$ cat config.mk
export PLATFORM = sky130hd
export DESIGN_NAME = pwm_deadtime
export DESIGN_NICKNAME = d
export VERILOG_FILES = /design/src/rtl/pwm_pkg.sv /design/src/rtl/pwm_deadtime.sv
export SDC_FILE = /design/constraint.sdc
export NUM_CORES = 1
export LEC_CHECK = 0
export ABC_AREA = 1
export CORE_MARGIN = 5
export CORE_UTILIZATION = 62
export CTS_CLUSTER_SIZE = 14
export DETAILED_ROUTE_END_ITERATION = 10
export GPL_TIMING_DRIVEN = 0
export HOLD_SLACK_MARGIN = 0.03
export PLACE_DENSITY_LB_ADDON = 0.12
export SYNTH_ARGS = -nofsm -noshare
export SYNTH_HDL_FRONTEND = slang
export SYNTH_SLANG_ARGS = --single-unit
$ cat constraint.sdc
create_clock -name clk -period 4.2 [get_ports clk]
set_clock_uncertainty 0.05 [all_clocks]
set_input_delay 0.63 -clock clk [delete_from_list [all_inputs] [get_ports clk]]
set_output_delay 0.63 -clock clk [all_outputs]
set_load 0.05 [all_outputs]
$ cat src/rtl/pwm_pkg.sv
// Shared definitions for the PWM output stages: dead-time FSM states and the
// default dead-time counter width.
package pwm_pkg;

  localparam int PWM_CNT_W = 16;

  typedef enum logic [2:0] {
    OFF     = 3'd0,
    LO_ON   = 3'd1,
    DT_RISE = 3'd2,
    HI_ON   = 3'd3,
    DT_FALL = 3'd4
  } pwm_dt_state_t;

endpackage

$ cat src/rtl/pwm_deadtime.sv
// Complementary gate-drive generator with programmable dead time on both edges
// of an incoming PWM, swallowing pulses shorter than their dead interval.
module pwm_deadtime
  import pwm_pkg::*;
#(
  parameter int CNT_W = PWM_CNT_W
) (
  input  logic             clk,
  input  logic             rst,
  input  logic             pwm_in,
  input  logic             enable,
  input  logic             cfg_wen,
  input  logic [CNT_W-1:0] dead_rise_in,
  input  logic [CNT_W-1:0] dead_fall_in,
  output logic             pwm_hi,
  output logic             pwm_lo,
  output logic             dt_active,
  output logic             pulse_drop
);

  localparam logic [CNT_W-1:0] CNT_ONE = {{(CNT_W-1){1'b0}}, 1'b1};

  pwm_dt_state_t    state_q, state_d;
  logic [CNT_W-1:0] cnt_q, cnt_d;
  logic [CNT_W-1:0] rise_sh_q, rise_sh_d;
  logic [CNT_W-1:0] fall_sh_q, fall_sh_d;
  logic             hi_q, hi_d, lo_q, lo_d, dt_q, dt_d, drop_q, drop_d;

  // Shadow registers; the _d value is also what a same-edge interval entry uses
  always_comb begin
    if (cfg_wen) begin
      rise_sh_d = dead_rise_in;
      fall_sh_d = dead_fall_in;
    end else begin
      rise_sh_d = rise_sh_q;
      fall_sh_d = fall_sh_q;
    end
  end

  // Next-state logic; the counter is only loaded on interval entry and only decremented while nonzero
  always_comb begin
    state_d = state_q;
    cnt_d   = cnt_q;
    drop_d  = 1'b0;
    if (!enable) begin
      state_d = OFF;
      cnt_d   = '0;
    end else begin
      case (state_q)
        OFF, LO_ON: begin
          if (pwm_in) begin
            if (rise_sh_d != '0) begin
              state_d = DT_RISE;
              cnt_d   = rise_sh_d - CNT_ONE;
            end else begin
              state_d = HI_ON;
              cnt_d   = '0;
            end
          end else begin
            state_d = LO_ON;
            cnt_d   = '0;
          end
        end
        DT_RISE: begin
          if (!pwm_in) begin
            state_d = LO_ON;
            cnt_d   = '0;
            drop_d  = 1'b1;
          end else if (cnt_q == '0) begin
            state_d = HI_ON;
          end else begin
            cnt_d = cnt_q - CNT_ONE;
          end
        end
        HI_ON: begin
          if (!pwm_in) begin
            if (fall_sh_d != '0) begin
              state_d = DT_FALL;
              cnt_d   = fall_sh_d - CNT_ONE;
            end else begin
              state_d = LO_ON;
              cnt_d   = '0;
            end
          end else begin
            state_d = HI_ON;
          end
        end
        DT_FALL: begin
          if (pwm_in) begin
            state_d = HI_ON;
            cnt_d   = '0;
            drop_d  = 1'b1;
          end else if (cnt_q == '0) begin
            state_d = LO_ON;
          end else begin
            cnt_d = cnt_q - CNT_ONE;
          end
        end
        default: begin
          state_d = OFF;
          cnt_d   = '0;
        end
      endcase
    end
  end

  // Outputs decode from the next state so they are registered alongside it
  always_comb begin
    hi_d = (state_d == HI_ON);
    lo_d = (state_d == LO_ON);
    dt_d = (state_d == DT_RISE) || (state_d == DT_FALL);
  end

  // State, counter, shadow and output registers with synchronous reset
  always_ff @(posedge clk) begin
    if (rst) begin
      state_q   <= OFF;
      cnt_q     <= '0;
      rise_sh_q <= '0;
      fall_sh_q <= '0;
      hi_q      <= 1'b0;
      lo_q      <= 1'b0;
      dt_q      <= 1'b0;
      drop_q    <= 1'b0;
    end else begin
      state_q   <= state_d;
      cnt_q     <= cnt_d;
      rise_sh_q <= rise_sh_d;
      fall_sh_q <= fall_sh_d;
      hi_q      <= hi_d;
      lo_q      <= lo_d;
      dt_q      <= dt_d;
      drop_q    <= drop_d;
    end
  end

  assign pwm_hi     = hi_q;
  assign pwm_lo     = lo_q;
  assign dt_active  = dt_q;
  assign pulse_drop = drop_q;

endmodule

Word level (Yosys, flattened, before mapping)
Index checks and enable logic that the tools add are counted.
Widths: inputs -> output; s select.
{"block": "word_totals", "ff_bits": 55, "inputBits": 37, "output_inout_bits": 4, "wordCells": 51}
{"block": "classes", "addsub": 3, "n_eq_ne": 9, "mux": 23, "bitwise": 1, "n_reduce_logical": 7}
{"operator": "$mux 16", "n": 9}
{"operator": "$pmux 16 s4", "n": 1}
{"operator": "$sub 16x1->16 const B", "n": 3}
{"operator": "$reduce_bool 16->1", "n": 2}
{"operator": "$mux 3", "n": 8}
{"operator": "$logic_not 16->1", "n": 1}
{"operator": "$eq 3x2->1 const B", "n": 4}
{"operator": "$pmux 3 s4", "n": 1}
{"operator": "$eq 3x1->1 const B", "n": 2}
{"operator": "$eq 3x3->1 const B", "n": 2}
{"operator": "$reduce_or 2->1", "n": 2}
{"operator": "$logic_not 3->1", "n": 1}
{"operator": "$mux 1", "n": 3}
{"operator": "$ne 2x2->1 const B", "n": 1}
{"operator": "$pmux 1 s2", "n": 1}
{"operator": "$logic_or 1x1->1", "n": 1}
{"operator": "$not 1->1", "n": 1}

Longest topological paths before layout
{"block": "logic_depth", "word_depth": 8, "mapped_depth": 16, "depth_no_buf": 15}

Worst setup path after synthesis
Ideal clock, no wire load.
{"block": "synth_path", "kind": "input-to-reg", "startpoint": "in cfg_wen", "endpoint": "reg cnt_q[6]", "setup_time_ns": 0.124, "t_arrival_ns": 2.212, "required_time_ns": 4.026, "setup_slack_ns": 1.813, "cell_stages": 13, "path_buffers": 1, "path_cell_list": "buf_6 -> or2_2 -> o21ai_2 -> ha_1 -> inv_1 -> nor2_1 -> nand2_1 -> nor2_1 -> nor2_1 -> o21ai_0 -> nand3_1 -> nand2_1 -> a21oi_1"}
{"block": "synth_between", "elab_chain_cells": 5, "word_cells_on_any_way": 11, "classes_between": "2 x add/sub; 7 x mux; 2 x reduce/logical"}
{"element": "start: declaration", "line_no": "pwm_deadtime.sv:12", "source": "input logic cfg_wen,"}
{"element": "$mux 16", "line_no": "pwm_deadtime.sv:31", "source": "if (cfg_wen) begin"}
{"element": "$sub 16x1->16, or another cell as far along", "line_no": "pwm_deadtime.sv:79", "source": "cnt_d = fall_sh_d - CNT_ONE;"}
{"element": "$mux 16, on equally long branches", "line_no": "pwm_deadtime.sv:77, pwm_deadtime.sv:52"}
{"element": "$mux 16, on equally long branches", "line_no": "pwm_deadtime.sv:76, pwm_deadtime.sv:51"}
{"element": "$pmux 16 s4 (*)", "line_no": "pwm_deadtime.sv:49", "source": "case (state_q)"}
{"element": "end signal: assignment", "line_no": "pwm_deadtime.sv:127", "source": "cnt_q <= cnt_d;"}
{"element": "end: declaration", "line_no": "pwm_deadtime.sv:24", "source": "logic [CNT_W-1:0] cnt_q, cnt_d;"}
Every way passes the cells marked *; elsewhere a longest branch is shown, timed or not. The select of a mux whose other input is x is not followed.
A chain may end at the register's enable or synchronous reset.

Worst setup path after layout
{"block": "layout_path", "startpoint": "in cfg_wen", "endpoint": "reg cnt_q[10]"}
Same word-level chain as after synthesis.

==> impl_metrics.env <==
export IMPL_gp_congestion=0.979
export IMPL_die_height_um=90.2
export IMPL_r2r_start="fall_sh_q[0]$_SDFF_PP0_"
export IMPL_p_sw_uw=455
export IMPL_cts_sinks=55
export IMPL_cts_clk_slew_worst_paths_ns=0.10
export IMPL_ios=41
export IMPL_yosysTopAreaCellShare_pct=27.6
export IMPL_min_delay_start="fall_sh_q[8]$_SDFF_PP0_"
export IMPL_synth_top_area_cell="dfxtp_1"
export IMPL_place_ws_ns=0.994
export IMPL_synth_edf_count=0
export IMPL_powerDensity_nw_per_um2=281
export IMPL_ys_top_cells_by_area="dfxtp_1, nand2_1, nor2_1"
export IMPL_setup_viol_count_final=0
export IMPL_clk_latency_ns=0.32
export IMPL_irDropWorstVdd_uv=184
export IMPL_drtPass1Iterations=6
export IMPL_seq_area_frac_synth_pct=27.6
export IMPL_rr_endpoint="cnt_q[10]$_SDFFE_PP0N_"
export IMPL_criticalPathCategory="input pin to flop"
export IMPL_syn_inst=672
export IMPL_worst_hold_slack_ns=0.423
export IMPL_async_flop_share_pct=0
export IMPL_cts_resized=0
export IMPL_cts_root_buffer="clkbuf_8"
export IMPL_numPortBuffers=39
export IMPL_fin_cells=795
export IMPL_p_seq_share_pct=44.0
export IMPL_initial_core_util_pct=63.1
export IMPL_core_area_um2=6310
export IMPL_cts_hold_buf=0
export IMPL_worst_pin_slew_ns=0.539
export IMPL_syn_area_per_cell_um2=5.93
export IMPL_fin_tns_setup_ns=0
export IMPL_power_leakage_uw=0.00221
export IMPL_combPwrFrac_pct=31.7
export IMPL_dp_hpwl_um=8920
export IMPL_p_sw_share_pct=35.5
export IMPL_post_cts_buffers=0
export IMPL_holdPathStages=2
export IMPL_hold_class="flop to flop"
export IMPL_wl_per_cell_um=14.1
export IMPL_drc=0
export IMPL_dp_cells=788
export IMPL_hold_end="fall_sh_q[8]$_SDFF_PP0_"
export IMPL_cts_buffers=5
export IMPL_synth_top_flop_cell="dfxtp_1"
export IMPL_n_antenna_cell=0
export IMPL_clk_path_buf_depth=2
export IMPL_fillers=583
export IMPL_die_area_um2=8130
export IMPL_htreeDepth=2
export IMPL_fp_dieW_um=90.2
export IMPL_synth_nets=715
export IMPL_synthesis_area_um2=3990
export IMPL_grt_max_degree=16
export IMPL_postRouteAntennaNets=0
export IMPL_post_route_period_util_pct=69.3
export IMPL_rr_worst_depth=13
export IMPL_arrival_ns=3.10
export IMPL_synth_seq_cells=55
export IMPL_setup_ws_ns=1.29
export IMPL_nets=761
export IMPL_grt_pass1_wl_um=18500
export IMPL_status="finished, final reports clean"
export IMPL_internal_power_uw=826
export IMPL_worst_path_max_fanout=10
export IMPL_drive_gt1_share_pct=8.50
export IMPL_yosysWarnings=0
export IMPL_cts_tree="yes"
export IMPL_maxCapViolCount=0
export IMPL_grt_setup_unrepaired="no"
export IMPL_via_per_inst=5.46
export IMPL_vias=4338
export IMPL_yosysMostFrequentCell="nand2_1"
export IMPL_regToRegSetupSlack_ns=1.96
export IMPL_clockPowerShare_pct=24.3
export IMPL_grt_pass1_vias=3887
export IMPL_synth_cell_type_count=34
export IMPL_drv_slew=0
export IMPL_initialDrtViolationCount=323
export IMPL_max_slew_margin_rel_pct=64.0
export IMPL_rows=29
export IMPL_antenna_found_initial=0
export IMPL_finalHoldViolCount=0
export IMPL_fmaxAchievable_mhz=344
export IMPL_crit_path_end_kind="flop"
export IMPL_final_design_area_no_fill_um2=4560
export IMPL_worstSetupStartpointType="input pin"
export IMPL_globalRouteOverflowTotal=0
export IMPL_grt_total_usage_pct=27.2
export IMPL_syn2layout_area_growth_pct=14.4
export IMPL_drt_wl_total_um=11200
export IMPL_min_period_ns=2.91
export IMPL_required_ns=4.39
export IMPL_synthTopCellsByCount="nand2_1, nor2_1, inv_1, dfxtp_1, nand3_1"
export IMPL_placed_area_um2=4470
==> layout by cell type (no fill, tap or decap), drive strengths merged <==
master,n
o22ai,1
dfxtp,55
ha,6
a21o,1
a21oi,23
xor2,13
nor3,6
nor2,107
clkinv,2
nand3b,5
nand3,56
buf,14
o21ai,35
clkdlybuf4s50,39
or2,6
nand4,13
inv,84
nand2,237
clkbuf,12
a31oi,1
o211ai,2
==> kinds of logic after synthesis <==
family / synth area share, %
buf+inv: 11.8
flops: 27.6
simple gates: 46.5
xor+xnor: 2.86
fa+ha+maj: 1.88
compound gates: 9.29
==> registers in the layout, indices dropped and copies added (netlist names) <==
| register | flops |
|---|---|
| dt_active | 1 |
| fall_sh_q | 16 |
| rise_sh_q | 16 |
| cnt_q | 16 |
| pwm_lo | 1 |
| state_q | 3 |
| pulse_drop | 1 |
| pwm_hi | 1 |
==> per-layer routing <==
layer | GRT usage [%] | share of wire, %
met1 | 36.6 | 44
met2 | 45.9 | 47
met3 | 3.01 | 6.5
met4 | 7.69 | 2.5
met5 | 0 | 0
==> layout make-up <==
cell class	instances	area (µm²)	share of cell area, %
flip-flops and latches	55	1100	24.1
plain buffers	20	151	3.32
clock buffers	6	82.6	1.81
inverters	85	319	7.00
multi-input cells	512	2410	52.9
repair buffers	39	390	8.56
clock inverters	1	5.00	0.110
well taps	77	96.3	2.11
==> how the worst max path moves through the flow <==
| stage | start | to | slack [ns] |
|---|---|---|---|
| after floorplan | cfg_wen | cnt_q[6]$_SDFFE_PP0N_ | 1.81 |
| after global placement | cfg_wen | cnt_q[10]$_SDFFE_PP0N_ | 1.07 |
| after detailed placement | cfg_wen | cnt_q[14]$_SDFFE_PP0N_ | 0.99 |
| after CTS | cfg_wen | cnt_q[10]$_SDFFE_PP0N_ | 1.32 |
| after global routing | cfg_wen | cnt_q[10]$_SDFFE_PP0N_ | 1.05 |
| final | cfg_wen | cnt_q[10]$_SDFFE_PP0N_ | 1.29 |
==> worst max-delay path: stages <==
cell and delay [ns]:
clkdlybuf4s50_1 0.51, inv_2 0.08, buf_6 0.16, o21ai_2 0.32
ha_1 0.22, inv_1 0.04, nor2_1 0.17, nand2_1 0.14
inv_1 0.14, nand2_1 0.08, o21ai_0 0.17, nand3_1 0.14
nand3_1 0.09, nand2_1 0.06, a21oi_1 0.13
==> through the flow <==
step,power [µW],util [%]
global route,1350,72.2
CTS,1270,72.2
floorplan,855,-
finish,1280,72.2
global placement,960,70.8
detailed placement,971,70.8
==> power groups by stage <==
stage / Sequential [µW] / Clock, µW / Combinational, µW
floorplan: 576 / 0 / 279
global placement: 573 / 0 / 387
detailed placement: 575 / 0 / 396
CTS: 563 / 308 / 399
global route: 567 / 333 / 452
finish: 563 / 311 / 406
(Power assumes the default switching activity.)
